**src/rtl/bitcell_array_ctrl.sv**
```systemverilog
// Bitcell array sequencer: takes single-word read/write requests and runs a
// setup/access/hold sequence on the array's sel/rw/in lines, then returns a response.
module bitcell_array_ctrl #(
  parameter int unsigned ADDR_W        = 2,
  parameter int unsigned DATA_W        = 4,
  parameter int unsigned ACCESS_CYCLES = 2
) (
  input  logic                    clk,
  input  logic                    rst_n,
  input  logic                    req_valid,
  output logic                    req_ready,
  input  logic                    req_we,
  input  logic [ADDR_W-1:0]       req_addr,
  input  logic [DATA_W-1:0]       req_wdata,
  output logic                    rsp_valid,
  input  logic                    rsp_ready,
  output logic [DATA_W-1:0]       rsp_rdata,
  output logic [(2**ADDR_W)-1:0]  arr_sel,
  output logic                    arr_rw,
  output logic [DATA_W-1:0]       arr_in,
  input  logic [DATA_W-1:0]       arr_out
);

  localparam int unsigned WORDS = 2**ADDR_W;
  localparam int unsigned CNT_W = 4;

  typedef enum logic [2:0] {IDLE, SETUP, ACCESS, HOLD, RESP} state_t;

  state_t             state, state_n;
  logic [ADDR_W-1:0]  addr_q, addr_n;
  logic [CNT_W-1:0]   cnt, cnt_n;
  logic               req_ready_n, rsp_valid_n, arr_rw_n;
  logic [DATA_W-1:0]  rdata_n, arr_in_n;
  logic [WORDS-1:0]   arr_sel_n;

  // Next state plus next value of every registered output.
  // arr_rw/arr_in double as the latched request type and write data.
  always_comb begin
    state_n  = state;
    addr_n   = addr_q;
    cnt_n    = cnt;
    arr_rw_n = arr_rw;
    arr_in_n = arr_in;
    rdata_n  = rsp_rdata;

    case (state)
      IDLE: begin
        if (req_valid) begin
          state_n  = SETUP;
          addr_n   = req_addr;
          arr_rw_n = req_we;
          arr_in_n = req_we ? req_wdata : '0;
          rdata_n  = '0;
        end
      end
      SETUP: begin
        state_n = ACCESS;
        cnt_n   = CNT_W'(ACCESS_CYCLES - 1);
      end
      ACCESS: begin
        if (cnt == '0) begin
          state_n = HOLD;
          if (!arr_rw) rdata_n = arr_out;
        end else begin
          cnt_n = CNT_W'(cnt - 1'b1);
        end
      end
      HOLD: state_n = RESP;
      RESP: begin
        if (rsp_ready) begin
          state_n  = IDLE;
          arr_rw_n = 1'b0;
          arr_in_n = '0;
          rdata_n  = '0;
        end
      end
      default: state_n = IDLE;
    endcase

    req_ready_n = (state_n == IDLE);
    rsp_valid_n = (state_n == RESP);
    arr_sel_n   = (state_n == ACCESS) ? (WORDS'(1) << addr_n) : '0;
  end

  always_ff @(posedge clk) begin
    if (!rst_n) begin
      state     <= IDLE;
      addr_q    <= '0;
      cnt       <= '0;
      req_ready <= 1'b1;
      rsp_valid <= 1'b0;
      rsp_rdata <= '0;
      arr_sel   <= '0;
      arr_rw    <= 1'b0;
      arr_in    <= '0;
    end else begin
      state     <= state_n;
      addr_q    <= addr_n;
      cnt       <= cnt_n;
      req_ready <= req_ready_n;
      rsp_valid <= rsp_valid_n;
      rsp_rdata <= rdata_n;
      arr_sel   <= arr_sel_n;
      arr_rw    <= arr_rw_n;
      arr_in    <= arr_in_n;
    end
  end

endmodule

```
**config.mk**
```make
export PLATFORM = sky130hd
export DESIGN_NAME = bitcell_array_ctrl
export DESIGN_NICKNAME = d
export VERILOG_FILES = /design/src/rtl/bitcell_array_ctrl.sv
export SDC_FILE = /design/constraint.sdc
export NUM_CORES = 1
export LEC_CHECK = 0
export CORE_UTILIZATION = 50
export DETAILED_ROUTE_END_ITERATION = 6
export MAX_ROUTING_LAYER = met4
export PLACE_DENSITY = 0.82
export SLEW_MARGIN = 20
export SYNTH_ARGS = -nofsm -noshare
export SYNTH_HDL_FRONTEND = slang
export SYNTH_SLANG_ARGS = --single-unit
```
**constraint.sdc**
```tcl
create_clock -name clk -period 2.5 [get_ports clk]
set_input_delay 0.375 -clock clk [delete_from_list [all_inputs] [get_ports clk]]
set_output_delay 0.375 -clock clk [all_outputs]
set_load 0.01 [all_outputs]
```
Word level (Yosys, flattened, before mapping)
Cells that the tools add are included.
{"block": "totals", "regBits": 24, "latch_bits": 0, "ram_bits": 0, "mem_bits_ro": 0, "input_bits": 15, "output_inout_bits": 15, "word_cells": 51, "memories": 0}
{"block": "op_classes", "n_addsub": 1, "multipliers": 0, "div_mod_pow": 0, "magnitude_cmp": 0, "eq_ne": 11, "shift": 1, "n_mux": 19, "bitwise_logic": 0, "reduce_logical": 10}
{"cell": "$mux W4", "count": 7}
{"cell": "$pmux W4 S2", "count": 2}
{"cell": "$pmux W3 S5", "count": 1}
{"cell": "$pmux W4 S3", "count": 1}
{"cell": "$ne A2 B2 Y1 const B", "count": 5}
{"cell": "$eq A3 B2 Y1 const B", "count": 3}
{"cell": "$mux W3", "count": 3}
{"cell": "$eq A3 B3 Y1 const B", "count": 2}
{"cell": "$logic_not A3 Y1", "count": 2}
{"cell": "$reduce_and A5 Y1", "count": 1}
{"cell": "$logic_not A4 Y1", "count": 1}
{"cell": "$mux W2", "count": 2}
{"cell": "$reduce_and A2 Y1", "count": 2}
{"cell": "$reduce_bool A2 Y1", "count": 2}
{"cell": "$shl A1 B2 Y4 const A", "count": 1}
{"cell": "$sub A4 B1 Y4 const B", "count": 1}
{"cell": "$eq A3 B1 Y1 const B", "count": 1}
{"cell": "$reduce_and A3 Y1", "count": 1}
{"cell": "$reduce_bool A3 Y1", "count": 1}
{"cell": "$mux W1", "count": 2}
{"cell": "$pmux W1 S2", "count": 1}

Depth between registers and ports, before layout
{"block": "depth", "word_depth": 5, "depth_mapped": 6}

Least setup slack after synthesis
OpenSTA, ideal clock, no wires.
{"block": "synth_path", "path_kind": "reg2reg", "start": "register cnt[0]", "end": "register cnt[0]", "setup_time_ps": 119, "arrival_time_ps": 1345, "required_time_ps": 2381, "slack_ps": 1037, "path_stages_with_launch": 7, "n_path_buf": 0, "period_less_slack_ps": 1463, "path_cell_list": "dfxtp_1 -> inv_1 -> ha_1 -> or3b_1 -> a21oi_1 -> nor2_1 -> o221a_1"}
{"block": "synth_via", "elab_chain_cells": 3, "elab_cells_between_ends": 6}
{"element": "start, declared", "line_no": "31", "text": "logic [CNT_W-1:0] cnt, cnt_n;"}
{"element": "start signal, assigned", "line_no": "99", "text": "cnt <= cnt_n;"}
{"element": "$sub A4 B1 Y4 or $logic_not A4 Y1 (tied branches)", "line_no": "65, 61"}
{"element": "$mux W4 or $ne A2 B2 Y1 (tied branches)"}
{"element": "$pmux W4 S2 or $reduce_and A2 Y1 (tied branches)"}
Several ways; a longest one is shown, not always the timed one. The select of a mux whose other input is x is not followed.
A chain may end at the register's enable or synchronous reset.

Final worst setup path
{"block": "layout_path", "start": "register state[2]", "end": "register rsp_rdata[0]"}
{"block": "layout_via", "elab_chain_cells": 3, "elab_cells_between_ends": 10}
{"element": "start, declared", "line_no": "29", "text": "state_t state, state_n;"}
{"element": "start signal, assigned", "line_no": "97", "text": "state <= state_n;"}
{"element": "$eq A3 B2 Y1, or another cell as far along", "line_no": "46", "text": "case (state)"}
{"element": "$ne A2 B2 Y1 (no source line) or $reduce_bool A3 Y1 (tied branches)"}
{"element": "$reduce_and A5 Y1 (no source line)"}
{"element": "end signal, assigned", "line_no": "102", "text": "rsp_rdata <= rdata_n;"}
{"element": "end, declared", "line_no": "17", "text": "output logic [DATA_W-1:0] rsp_rdata,"}
Several ways; a longest one is shown, not always the timed one.

==> impl_metrics.json <==
{
  "outcome": "complete, no violations",
  "fmax_mhz": 568,
  "crit_type": "reg -> reg",
  "wl_mm": 2.15,
  "first_iter_violations": 14,
  "path_common_cell": "mux2i_1",
  "finalMaxSlewViolations": 0,
  "async_flop_share_pct": 0,
  "worstHoldStart": "rsp_rdata[3]",
  "grt_use_met3_pct": 4.05,
  "setup_viol": 0,
  "slowest_stage": "dfxtp_1",
  "worst_pin_slew_ns": 0.618,
  "fillers": 147,
  "drive_gt1_share_pct": 13.5,
  "path_buf_inv": 0,
  "clockBufferDepth": 2,
  "cts_setup_buffers": 0,
  "ant_nets": 0,
  "required_ns": 2.76,
  "synth_seq_area_share_pct": 43.0,
  "gr-usage-all-layers_pct": 20.9,
  "pin_count": 30,
  "netlist-cell-type-count": 39,
  "insertion_delay_ns": 0.32,
  "crit_cells": 4,
  "dr.pass1.iters": 4,
  "die_w_microns": 49.3,
  "grt_max_degree": 15,
  "worstSetupStartpointType": "register",
  "synth_fp_nets": 120,
  "rr_endpoint": "rsp_rdata[0]",
  "yosys_most_used_dff": "dfxtp_1",
  "vias_per_cell": 5.38,
  "initial_core_util_pct": 55.3,
  "grt_pass1_vias": 847,
  "ir_worst_vdd_uv": 622,
  "fin_nets": 150,
  "min_to": "rsp_rdata[3]",
  "path_delay_family": "flip-flops",
  "min_path_cells": 2,
  "area_delta_synth_final_pct": 31.1,
  "diodes": 0,
  "final_area_sq_um": 1470,
  "reg2reg_slack_ns": 0.74,
  "hp-class": "reg -> reg",
  "die-area_sq_um": 2430,
  "rr_startpoint": "state[2]",
  "clk_pin_slew_ns": 0.14,
  "hpwl_mm": 1.56,
  "cts-htree-levels": 1,
  "clock_skew_ns": 0.00381,
  "fin_setup_tns_ns": 0,
  "root_buffer": "clkbuf_4",
  "power_density_nw_per_um2": 831,
  "crit_chain": "mux2i_1, or3_1, o21ai_4, mux2i_1",
  "grt.overflow.total": 0,
  "clkSinkCount": 24,
  "rsz0062_at_grt": "false",
  "fin_total_pwr_mw": 1.22,
  "drc_errors": 0,
  "ys_seq_elements": 24,
  "worstPathArrival_ns": 2.02,
  "cts_hold_buf": 0,
  "core_sq_um": 2020,
  "endpoint_kind": "register",
  "ys_warn_count": 0,
  "dpl_cell_area_sq_um": 1410,
  "critical-path-max-stage-delay_ns": 0.73,
  "yosys-top-cells-area": "dfxtp_1 43%, mux2i_1 6.3%, nor2b_1 4.5%, nor4b_4 4.3%, a22oi_1 2.7%",
  "max_slew_margin_pct": 58.7,
  "cts.repair.resized": 0,
  "cts_tree": "yes",
  "cp_max_fo": 12,
  "cap_violations": 0,
  "fin_crit_sh_pct": 70.4,
  "synth_top_area_cell": "dfxtp_1",
  "synthCells": 104,
  "rows": 16,
  "syn-cell-area_sq_um": 1120,
  "reg2reg_depth": 4,
  "cts_buffers": 3,
  "wl_per_cell_microns": 13.4,
  "numPortBuffers": 29,
  "synth-edff-count": 0,
  "synth.top_cell.area_share_pct": 43.0,
  "hold_viol_final": 0,
  "synth.avg_cell_area_sq_um": 10.7,
  "vias": 860,
  "top_usage_layer": "met2",
  "period_needed_ns": 1.76,
  "grtUsageMet1_pct": 26.4,
  "grt_pass1_wl_mm": 3.79,
  "grt.met2_usage_pct": 31.7,
  "whs_ns": 0.476,
  "antenna_found_initial": 0,
  "place_congestion": 0.814,
  "leakage_nw": 0.517,
  "die_h_microns": 49.3
}
==> power by group <==
group          leakage (nW)  total [mW]  switching, mW  internal [mW]
Sequential            0.196       0.509         0.0742          0.435
Combinational         0.293       0.420          0.195          0.225
Clock                0.0279       0.288          0.126          0.162
Total                 0.517        1.22          0.395          0.822
==> registers in the layout, indices dropped and copies added (netlist names) <==
name and count:
addr_q 2, arr_in 4, arr_rw 1, arr_sel 4, cnt 4, req_ready 1, rsp_rdata 4, rsp_valid 1
state 3
==> placed cells by master, fill, tap and decap left out, types with 2 or more instances in the layout <==
cell	n
nor3b_2	2
nor3_1	2
dfxtp_1	24
clkbuf_4	3
a22oi_1	4
o21ai_0	2
nand2_1	8
nor4b_4	2
xnor2_1	2
clkdlybuf4s50_1	29
nor4b_2	2
and3_1	2
a21oi_1	3
nor2b_1	8
a31oi_1	3
inv_1	3
nor2_1	5
mux2i_1	7
==> worst max path at each step <==
stage	from	to
floorplan	cnt[0]	cnt[0]
global placement	rsp_ready	rsp_rdata[0]
detailed placement	rsp_ready	rsp_rdata[1]
CTS	state[2]	rsp_rdata[0]
global route	state[2]	rsp_rdata[0]
finish	state[2]	rsp_rdata[0]
==> stage by stage <==
step                      util (%)  worst slack (ns)  instances
after global routing          72.5             0.625        160
final                         72.5             0.740        160
after CTS                     72.5             0.744        160
after floorplan                  -              1.04        104
after detailed placement      69.9             0.649        156
after global placement        69.9             0.699        156
==> cell type report <==
cell class | instances | area (sq um) | area share (%)
clock buffers | 3 | 22.5 | 1.54
clock inverters | 1 | 30.0 | 2.05
inverters | 3 | 11.3 | 0.769
multi-input cells | 72 | 589 | 40.2
flip-flops and latches | 24 | 480 | 32.8
well taps | 27 | 33.8 | 2.31
repair buffers | 30 | 298 | 20.3
==> metal layers <==
layer,wire length [microns],part of all wire [%]
met3,108,5.0
met2,990,46
met1,1020,47
met4,36,1.7
met5,0,0
==> Yosys cell counts (3+ instances only) <==
| cell type | n |
|---|---|
| nor2b_1 | 8 |
| a21oi_1 | 3 |
| dfxtp_1 | 24 |
| nand2_1 | 8 |
| inv_1 | 3 |
| a31oi_1 | 3 |
| mux2i_1 | 7 |
| a22oi_1 | 4 |
| nor2_1 | 5 |
==> worst min-delay path, delay by kind of cell (launching register included) <==
| kind | cells | cell delay (ns) |
|---|---|---|
| multiplexers | 1 | 0.05 |
| AND/OR/NAND/NOR | 1 | 0.05 |
| flip-flops | 1 | 0.34 |
==> logic make-up after synthesis <==
family	after synthesis	share of synthesized area [%]
adders and majority gates	1	1.12
buffers and inverters	8	4.25
muxes	7	6.27
and+or+nand+nor	45	30.6
AOI/OAI and AO/OA	16	10.8
DFF	24	43.0
xor gates and xnor gates	3	4.03
No activity file was read; power rests on OpenSTA's default activity.
